`config.mk`:
```
export PLATFORM = sky130hd
export DESIGN_NAME = camera_ctrl
export DESIGN_NICKNAME = d
export VERILOG_FILES = /design/src/rtl/camera_ctrl.sv
export SDC_FILE = /design/constraint.sdc
export NUM_CORES = 1
export LEC_CHECK = 0
export CORE_MARGIN = 3
export CORE_UTILIZATION = 35
export CTS_CLUSTER_SIZE = 24
export DETAILED_ROUTE_END_ITERATION = 10
export DONT_BUFFER_PORTS = 1
export GPL_TIMING_DRIVEN = 0
export PLACE_DENSITY = 0.57
export SLEW_MARGIN = 20
export SYNTH_ARGS = -nofsm -noshare
export SYNTH_HDL_FRONTEND = slang
export SYNTH_SLANG_ARGS = --single-unit
```
`constraint.sdc`:
```
create_clock -name clk -period 2.6 [get_ports clk]
set_input_delay 0 -clock clk [delete_from_list [all_inputs] [get_ports clk]]
set_output_delay 0 -clock clk [all_outputs]
set_load 0.02 [all_outputs]
```
`src/rtl/camera_ctrl.sv`:
```
// camera_ctrl: frame controller for the 4-pixel camera.
// Runs one frame per init request: erase the array, expose it for
// exposure_time cycles, then hand over to the readout sequencer and wait
// for its finished flag. Owns the exposure-time register, which is stepped
// by exp_increase / exp_decrease while idle.
//
// Ports:
//   clk, reset        clock, asynchronous active-high reset
//   init              start-frame request (IDLE only)
//   exp_increase      step exposure time up, saturating (IDLE only)
//   exp_decrease      step exposure time down, saturating (IDLE only)
//   readout_finished  finished flag from the readout sequencer
//   erase, expose     pixel array controls (never both high)
//   readout_enable    readout sequencer enable
//   readout_reset     readout sequencer reset
//   exposure_time     current exposure-time register
//   frame_done        one-cycle pulse on return to IDLE after a frame
module camera_ctrl #(
  parameter int unsigned EXP_W        = 5,
  parameter int unsigned EXP_MIN      = 2,
  parameter int unsigned EXP_MAX      = 30,
  parameter int unsigned EXP_DEFAULT  = 10,
  parameter int unsigned ERASE_CYCLES = 2
) (
  input  logic             clk,
  input  logic             reset,
  input  logic             init,
  input  logic             exp_increase,
  input  logic             exp_decrease,
  input  logic             readout_finished,
  output logic             erase,
  output logic             expose,
  output logic             readout_enable,
  output logic             readout_reset,
  output logic [EXP_W-1:0] exposure_time,
  output logic             frame_done
);

  localparam int unsigned ERASE_W = $clog2(ERASE_CYCLES + 1);

  typedef enum logic [1:0] {
    IDLE    = 2'd0,
    ERASE   = 2'd1,
    EXPOSE  = 2'd2,
    READOUT = 2'd3
  } state_t;

  state_t             state, state_next;
  logic [ERASE_W-1:0] erase_cnt, erase_cnt_next;
  logic [EXP_W-1:0]   exp_cnt, exp_cnt_next;
  logic [EXP_W-1:0]   exp_time_next;
  logic               erase_next, expose_next, ro_en_next, ro_rst_next, done_next;

  // State, counters and registered outputs
  always_ff @(posedge clk or posedge reset) begin
    if (reset) begin
      state          <= IDLE;
      erase_cnt      <= '0;
      exp_cnt        <= '0;
      exposure_time  <= EXP_W'(EXP_DEFAULT);
      erase          <= 1'b1;
      expose         <= 1'b0;
      readout_enable <= 1'b0;
      readout_reset  <= 1'b1;
      frame_done     <= 1'b0;
    end else begin
      state          <= state_next;
      erase_cnt      <= erase_cnt_next;
      exp_cnt        <= exp_cnt_next;
      exposure_time  <= exp_time_next;
      erase          <= erase_next;
      expose         <= expose_next;
      readout_enable <= ro_en_next;
      readout_reset  <= ro_rst_next;
      frame_done     <= done_next;
    end
  end

  // Next-state, counter and output decode
  always_comb begin
    state_next     = state;
    erase_cnt_next = erase_cnt;
    exp_cnt_next   = exp_cnt;
    exp_time_next  = exposure_time;
    done_next      = 1'b0;

    case (state)
      IDLE: begin
        // Adjust is applied even on the init cycle so the frame sees it
        if (exp_increase && !exp_decrease && (exposure_time < EXP_W'(EXP_MAX))) begin
          exp_time_next = exposure_time + EXP_W'(1);
        end else if (exp_decrease && !exp_increase && (exposure_time > EXP_W'(EXP_MIN))) begin
          exp_time_next = exposure_time - EXP_W'(1);
        end
        if (init) begin
          state_next     = ERASE;
          erase_cnt_next = '0;
        end
      end

      ERASE: begin
        if (erase_cnt == ERASE_W'(ERASE_CYCLES - 1)) begin
          state_next   = EXPOSE;
          exp_cnt_next = exposure_time;
        end else begin
          erase_cnt_next = erase_cnt + ERASE_W'(1);
        end
      end

      EXPOSE: begin
        // Loaded with N, leaves after the cycle where it reads 1: N cycles
        if (exp_cnt <= EXP_W'(1)) begin
          state_next = READOUT;
        end else begin
          exp_cnt_next = exp_cnt - EXP_W'(1);
        end
      end

      READOUT: begin
        if (readout_finished) begin
          state_next = IDLE;
          done_next  = 1'b1;
        end
      end

      default: begin
        state_next = IDLE;
      end
    endcase

    // Moore outputs decoded from the state being entered, then registered
    erase_next  = (state_next == IDLE) || (state_next == ERASE);
    expose_next = (state_next == EXPOSE);
    ro_en_next  = (state_next == READOUT);
    ro_rst_next = (state_next != READOUT);
  end

endmodule

```
==> results.cfg, run 1 <==
[timing]
setup-tns-final_ns = 0
final-setup-viol-count = 0
finalCriticalPeriod_ns = 2.254
period_share_pct = 86.70
max_freq_ghz = 0.4436
drv_slew = 0
worst_pin_slew_ns = 0.6938
grt_setup_unrepaired = no
hold_viol = 0
slew_headroom_pct = 53.70
skew_ns = 0.004339
holdWs_ns = 0.04446

[floorplanning]
initial_utilization_pct = 37.86
design.die.area_mm2 = 0.003760
core_mm2 = 0.002829
die_w_um = 61.32
row_count = 19
die-height_um = 61.32
boundaryPins = 16

[setup_path]
cp_num_buf_inv = 0
cp_max_fo = 5
crit_family = simple AND/OR/NAND/NOR gates
crit_path_start_kind = flop
critical_path_required_ns = 2.78
worstPathCellList = and4_2 > or2_2 > ha_1 > a21oi_1 > a211oi_1 > o211ai_1 > xnor2_1
critPathArrivalTime_ns = 2.44
crit_path_end_kind = flop
slowest_delay_ns = 0.52
critical_path_class = flop to flop
critPathSlowestCell = dfrtp_1

[layout]
antenna_cells = 0
syn2layout_area_growth_pct = 8.879
nNetsFinal = 124
drive_gt1_share_pct = 16.36
final_util_pct = 41.22
final_cells = 141
fill_cells = 267

[drt]
ant_nets = 0
wl_per_cell_um = 13.82
drtPass1Iterations = 4
vias = 791
drt_wl_total_mm = 1.948
drc = 0
dr.first_iter.drc_count = 30
viasPerCell = 5.610

[clocking]
clk_latency_ns = 0.30
clk_pin_slew_ns = 0.10
numCtsBuffers = 3
cts-root-buf = clkbuf_4
cts_buffer_depth = 2
cts.sinks = 19
cts_resized = 0
htreeDepth = 1
cts_tree = built

[yosys]
yosysWarnings = 0
synth_edf_count = 0
syn_inst = 103
ys_seq_area_share_pct = 44.86
yosysUniqueCellTypes = 39
synth_area_mm2 = 0.001071
yosysTopAreaCell = dfrtp_1
yosys.area.top_type_share_pct = 35.05
synth-seq-cells = 19
ys.flop_type = dfrtp_1
syn_nets = 116
synth-async-reset-ratio_pct = 100.0
syn_area_per_cell_um2 = 10.40
yosys-top-cells-area = dfrtp_1 35%, dfstp_2 9.8%, ha_1 7.0%, inv_1 3.5%, a21oi_1 2.8%

[placement]
routabilityCongestion = 0.7968
dp.cells = 134
dp_hpwl_mm = 1.442
io_buffers = 0

[power]
p_comb_share_pct = 44.9
p_clk_share_pct = 9.9
p_int_mw = 0.8413
powerDensity_mw_per_mm2 = 1309
pwr-share-seq_pct = 45.2
switchingPower_mw = 0.6847
vdd_ir_drop_max_v = 0.0004828
power_mw = 1.526
p_leak_nw = 0.5390
swShare_pct = 44.87

[global_route]
grt_max_degree = 20
grt_pass1_wl_mm = 3.256
grt.total_usage_pct = 11.55
antenna_found_initial = 0
grt_pass1_vias = 748
grt-ovfl-total = 0

[run]
max_cap_viol_count = 0

[run_status]
outcome = completed

[hold_path]
min_path_type = input pin to flop
kinds of logic after synthesis:
kind of cell    count (synthesis)  share of synthesized area (%)
compound gates                 30                          20.21
buf+inv                        12                          4.440
flops                          19                          44.86
fa+ha+maj                       7                          8.878
simple gates                   27                          13.90
xor+xnor                        4                          3.272
mux                             4                          4.439
worst register-to-register path, cell delays in order, from the launching register on:
cell	delay [ns]
dfrtp_1	0.52
and4_2	0.33
or2_2	0.33
ha_1	0.35
a21oi_1	0.10
a211oi_1	0.24
o211ai_1	0.14
xnor2_1	0.14
what timing repair did:
item / 4_1_cts / 5_1_grt
hold endpoints to repair: 22 / 0
hold buffers: 3 / 0
setup buffers: 0 / 0
through the flow:
step | instance area, µm² | worst slack (ns)
after global routing | 1166 | 0.1753
after global placement | 1110 | 0.3797
after detailed placement | 1110 | 0.3462
after floorplan | 1071 | 0.5077
final | 1166 | 0.3459
after CTS | 1166 | 0.3321
per-layer routing:
| metal | global-route usage, % | vias to the layer above | wire length [µm] |
|---|---|---|---|
| met5 | 0 | - | 0 |
| met4 | 4.644 | 0 | 25 |
| met3 | 2.935 | 5 | 96 |
| met2 | 19.03 | 23 | 895 |
| met1 | 14.36 | 377 | 930 |
| li1 | - | 386 | - |
registers in the layout, indices dropped and copies added, names as in the netlist, 2 cells and up:
name           count
erase_cnt          2
exp_cnt            5
exposure_time      5
state              2
worst paths after layout:
path / to / cells after the start / slack [ns] / startpoint
min: exposure_time[4]$_DFFE_PP0P_ / 4 / 0.04 / exp_decrease
max: exposure_time[4]$_DFFE_PP0P_ / 7 / 0.35 / exposure_time[4]$_DFFE_PP0P_
max reg2reg: exposure_time[4]$_DFFE_PP0P_ / 7 / 0.35 / exposure_time[4]$_DFFE_PP0P_
min reg2reg: exp_cnt[4]$_DFFE_PP0P_ / 1 / 0.53 / exp_cnt[4]$_DFFE_PP0P_
min in group asynchronous: expose$_DFF_PP0_ / 2 / 0.24 / reset
max in group asynchronous: exposure_time[0]$_DFFE_PP0P_ / 2 / 1.92 / reset
cell usage in the layout (no fill, tap or decap), types with 4 or more instances in the layout:
cell / count
nor2_1: 5
dfrtp_1: 15
ha_1: 6
inv_1: 10
a21oi_1: 6
o22ai_1: 4
nand2_1: 5
nor3_1: 4
dfstp_2: 4
cell usage after synthesis, drive strengths merged, types with 3 or more instances:
library cell,n
nand2,6
a21oi,7
dfstp,4
nor2,6
xnor2,3
nor3,4
ha,6
mux2,3
inv,10
o2bb2ai,3
o22ai,4
nand2b,3
dfrtp,15
o21ai,3
final cells by class:
type	count	area [µm²]	area share, %
Sequential cell	19	480.5	41.20
Clock buffer	4	26.28	2.253
Timing Repair Buffer	3	30.03	2.575
Buffer	2	10.01	0.8584
Multi-Input combinational cell	72	543.0	46.57
Inverter	10	37.54	3.219
Tap cell	31	38.79	3.326
power by group through the flow:
stage / sequential [mW] / clock, mW / combinational (mW)
finish: 0.690 / 0.151 / 0.686
global route: 0.721 / 0.169 / 0.781
CTS: 0.693 / 0.157 / 0.694
detailed placement: 0.699 / 0 / 0.686
global placement: 0.698 / 0 / 0.665
floorplan: 0.650 / 0 / 0.578
Note: power is estimated with default switching activity, not from simulation.
==> inputs of run 2 (changes only) <==
--- a/config.mk
+++ b/config.mk
@@ -5,13 +5,14 @@
 export SDC_FILE = /design/constraint.sdc
 export NUM_CORES = 1
 export LEC_CHECK = 0
+export CAP_MARGIN = 20
 export CORE_MARGIN = 3
 export CORE_UTILIZATION = 35
 export CTS_CLUSTER_SIZE = 24
 export DETAILED_ROUTE_END_ITERATION = 10
 export DONT_BUFFER_PORTS = 1
 export GPL_TIMING_DRIVEN = 0
-export PLACE_DENSITY = 0.57
+export PLACE_DENSITY_LB_ADDON = 0.12
 export SLEW_MARGIN = 20
 export SYNTH_ARGS = -nofsm -noshare
 export SYNTH_HDL_FRONTEND = slang
==> constraint.sdc (replaced) <==
create_clock -name clk -period 2.7 [get_ports clk]
set_input_delay 0 -clock clk [delete_from_list [all_inputs] [get_ports clk]]
set_output_delay 0 -clock clk [all_outputs]
set_load 0.02 [all_outputs]
==> run 2 against run 1 <==
Against the previous run:
- fmax up 0.47%
- sequential cell count did not move
- first-iteration DRC count grew 43%
- cell count unchanged
- count of clock-buffer cells in the layout down 1
- hold slack improved by 0.0092 ns
- sequential share of layout area about the same
- non-clock buffer count did not move
- core utilization is essentially flat
- power fell by 4.0%
- clock power down 3%
- largest cell class unchanged
- largest power group unchanged
==> results.cfg, run 2 (synthesized netlist as in run 1, its figures left out) <==
[drt]
dr.first_iter.drc_count = 43
vias = 753
drt_wl_total_mm = 1.977
wl_per_cell_um = 14.02
ant_nets = 0
drc = 0
drtPass1Iterations = 4
viasPerCell = 5.340

[setup_path]
slowest_delay_ns = 0.54
cp_max_fo = 6
critPathSlowestCell = dfrtp_1
critPathArrivalTime_ns = 2.43
r2r_slack_ns = 0.46
r2r-start = exposure_time[2]$_DFFE_PP0P_
critical_path_required_ns = 2.89
crit_path_start_kind = flop
r2r_end = exposure_time[4]$_DFFE_PP0P_
worstPathCellList = and4_2 > or2_2 > ha_1 > a21oi_1 > a211oi_1 > o211ai_1 > xnor2_1
crit_path_end_kind = flop
critical_path_class = flop to flop
reg2reg_depth = 7

[floorplanning]
boundaryPins = 16
initial_utilization_pct = 37.86
die-height_um = 61.32
design.die.area_mm2 = 0.003760
row_count = 19
die_w_um = 61.32
core_mm2 = 0.002829

[timing]
worst_pin_slew_ns = 0.7316
period_share_pct = 83.09
setup_slack_ns = 0.4565
max_freq_ghz = 0.4457
skew_ns = 0.002088
final-setup-viol-count = 0
hold_viol = 0
slew_headroom_pct = 51.17
setup-tns-final_ns = 0
grt_setup_unrepaired = no
finalCriticalPeriod_ns = 2.244
drv_slew = 0

[global_route]
grt.total_usage_pct = 11.89
grt-ovfl-total = 0
grt_max_degree = 20
antenna_found_initial = 0
grt_pass1_wl_mm = 3.332
grt_pass1_vias = 731

[power]
powerDensity_mw_per_mm2 = 1255
p_leak_nw = 0.5417
vdd_ir_drop_max_v = 0.0005469

[layout]
drive_gt1_share_pct = 17.27
final_cell_mix = 15 x dfrtp_1, 10 x inv_1, 6 x a21oi_1, 6 x ha_1
nNetsFinal = 124
antenna_cells = 0
syn2layout_area_growth_pct = 8.995
largestRegisters = exp_cnt (5), exposure_time (5)
final_common_cell = dfrtp_1
fill_cells = 281

[clocking]
cts_tree = built
cts_resized = 0
numCtsBuffers = 3
clk_latency_ns = 0.30
htreeDepth = 1
clk_pin_slew_ns = 0.11
cts_buffer_depth = 2
cts.sinks = 19
cts-root-buf = clkbuf_4

[run]
max_cap_viol_count = 0

[hold_path]
hold_end = exposure_time[4]$_DFFE_PP0P_
min_path_type = input pin to flop
hp-start = exp_decrease
holdPathStages = 4

[placement]
dp_hpwl_mm = 1.462
pre_cts_ws_ns = 0.4544
routabilityCongestion = 0.7504
io_buffers = 0

[run_status]
outcome = completed
run 2: changes by cell type in the layout (fill, tap and decap cells not counted), sizes merged:
| cell | previous run | this run |
|---|---|---|
| clkbuf | 4 | 3 |
| clkinv | 0 | 1 |
run 2: per-stage QoR:
step	hold slack (ns)	utilization, %	instance area, µm²	power, mW	std cells
detailed placement	0.05983	39.23	1110	1.331	134
CTS	0.05543	41.26	1167	1.489	141
finish	0.05363	41.26	1167	1.466	141
floorplan	-0.05183	-	1071	1.183	103
global route	0.08020	41.26	1167	1.626	141
global placement	0.04639	39.23	1110	1.318	134
run 2: worst max path at each step:
stage	from	to	slack, ns
finish	exposure_time[2]$_DFFE_PP0P_	exposure_time[4]$_DFFE_PP0P_	0.46
floorplan	exposure_time[4]$_DFFE_PP0P_	exposure_time[4]$_DFFE_PP0P_	0.61
detailed placement	exposure_time[2]$_DFFE_PP0P_	exposure_time[4]$_DFFE_PP0P_	0.45
global placement	exposure_time[2]$_DFFE_PP0P_	exposure_time[4]$_DFFE_PP0P_	0.50
CTS	exposure_time[2]$_DFFE_PP0P_	exposure_time[4]$_DFFE_PP0P_	0.43
global route	exposure_time[2]$_DFFE_PP0P_	exposure_time[3]$_DFFE_PP1P_	0.34
run 2: cell type report:
| class | count | area, µm² | area share, % |
|---|---|---|---|
| Multi-Input combinational cell | 72 | 543.0 | 46.52 |
| Sequential cell | 19 | 480.5 | 41.16 |
| Tap cell | 31 | 38.79 | 3.323 |
| Inverter | 10 | 37.54 | 3.215 |
| Timing Repair Buffer | 3 | 30.03 | 2.572 |
| Clock buffer | 3 | 22.52 | 1.929 |
| Buffer | 2 | 10.01 | 0.8574 |
| Clock inverter | 1 | 5.005 | 0.4287 |
run 2: timing repair:
item,in CTS,in global routing
buffers inserted,0,0
hold buffers,3,0
endpoints found under the hold margin,22,0
run 2: worst max-delay path: cells and delay by family, from the launching register on:
| family | cells | cell delay [ns] |
|---|---|---|
| flops | 1 | 0.54 |
| simple gates | 2 | 0.63 |
| compound gates | 3 | 0.46 |
| xor+xnor | 1 | 0.15 |
| fa+ha+maj | 1 | 0.34 |
run 2: power by group:
part | total [mW] | internal [mW] | leakage (nW) | switching, mW
registers | 0.669 | 0.435 | 0.229 | 0.234
clock network | 0.147 | 0.0552 | 0.0177 | 0.0917
logic | 0.650 | 0.317 | 0.295 | 0.334
run 2: per-layer routing:
metal  up-vias  part of all wire, %  GRT usage (%)
met1       350                   47          16.04
met5         -                    0              0
met3         0                  3.9          1.887
li1        383                    -              -
met2        20                   49          19.03
met4         0                    0          4.644
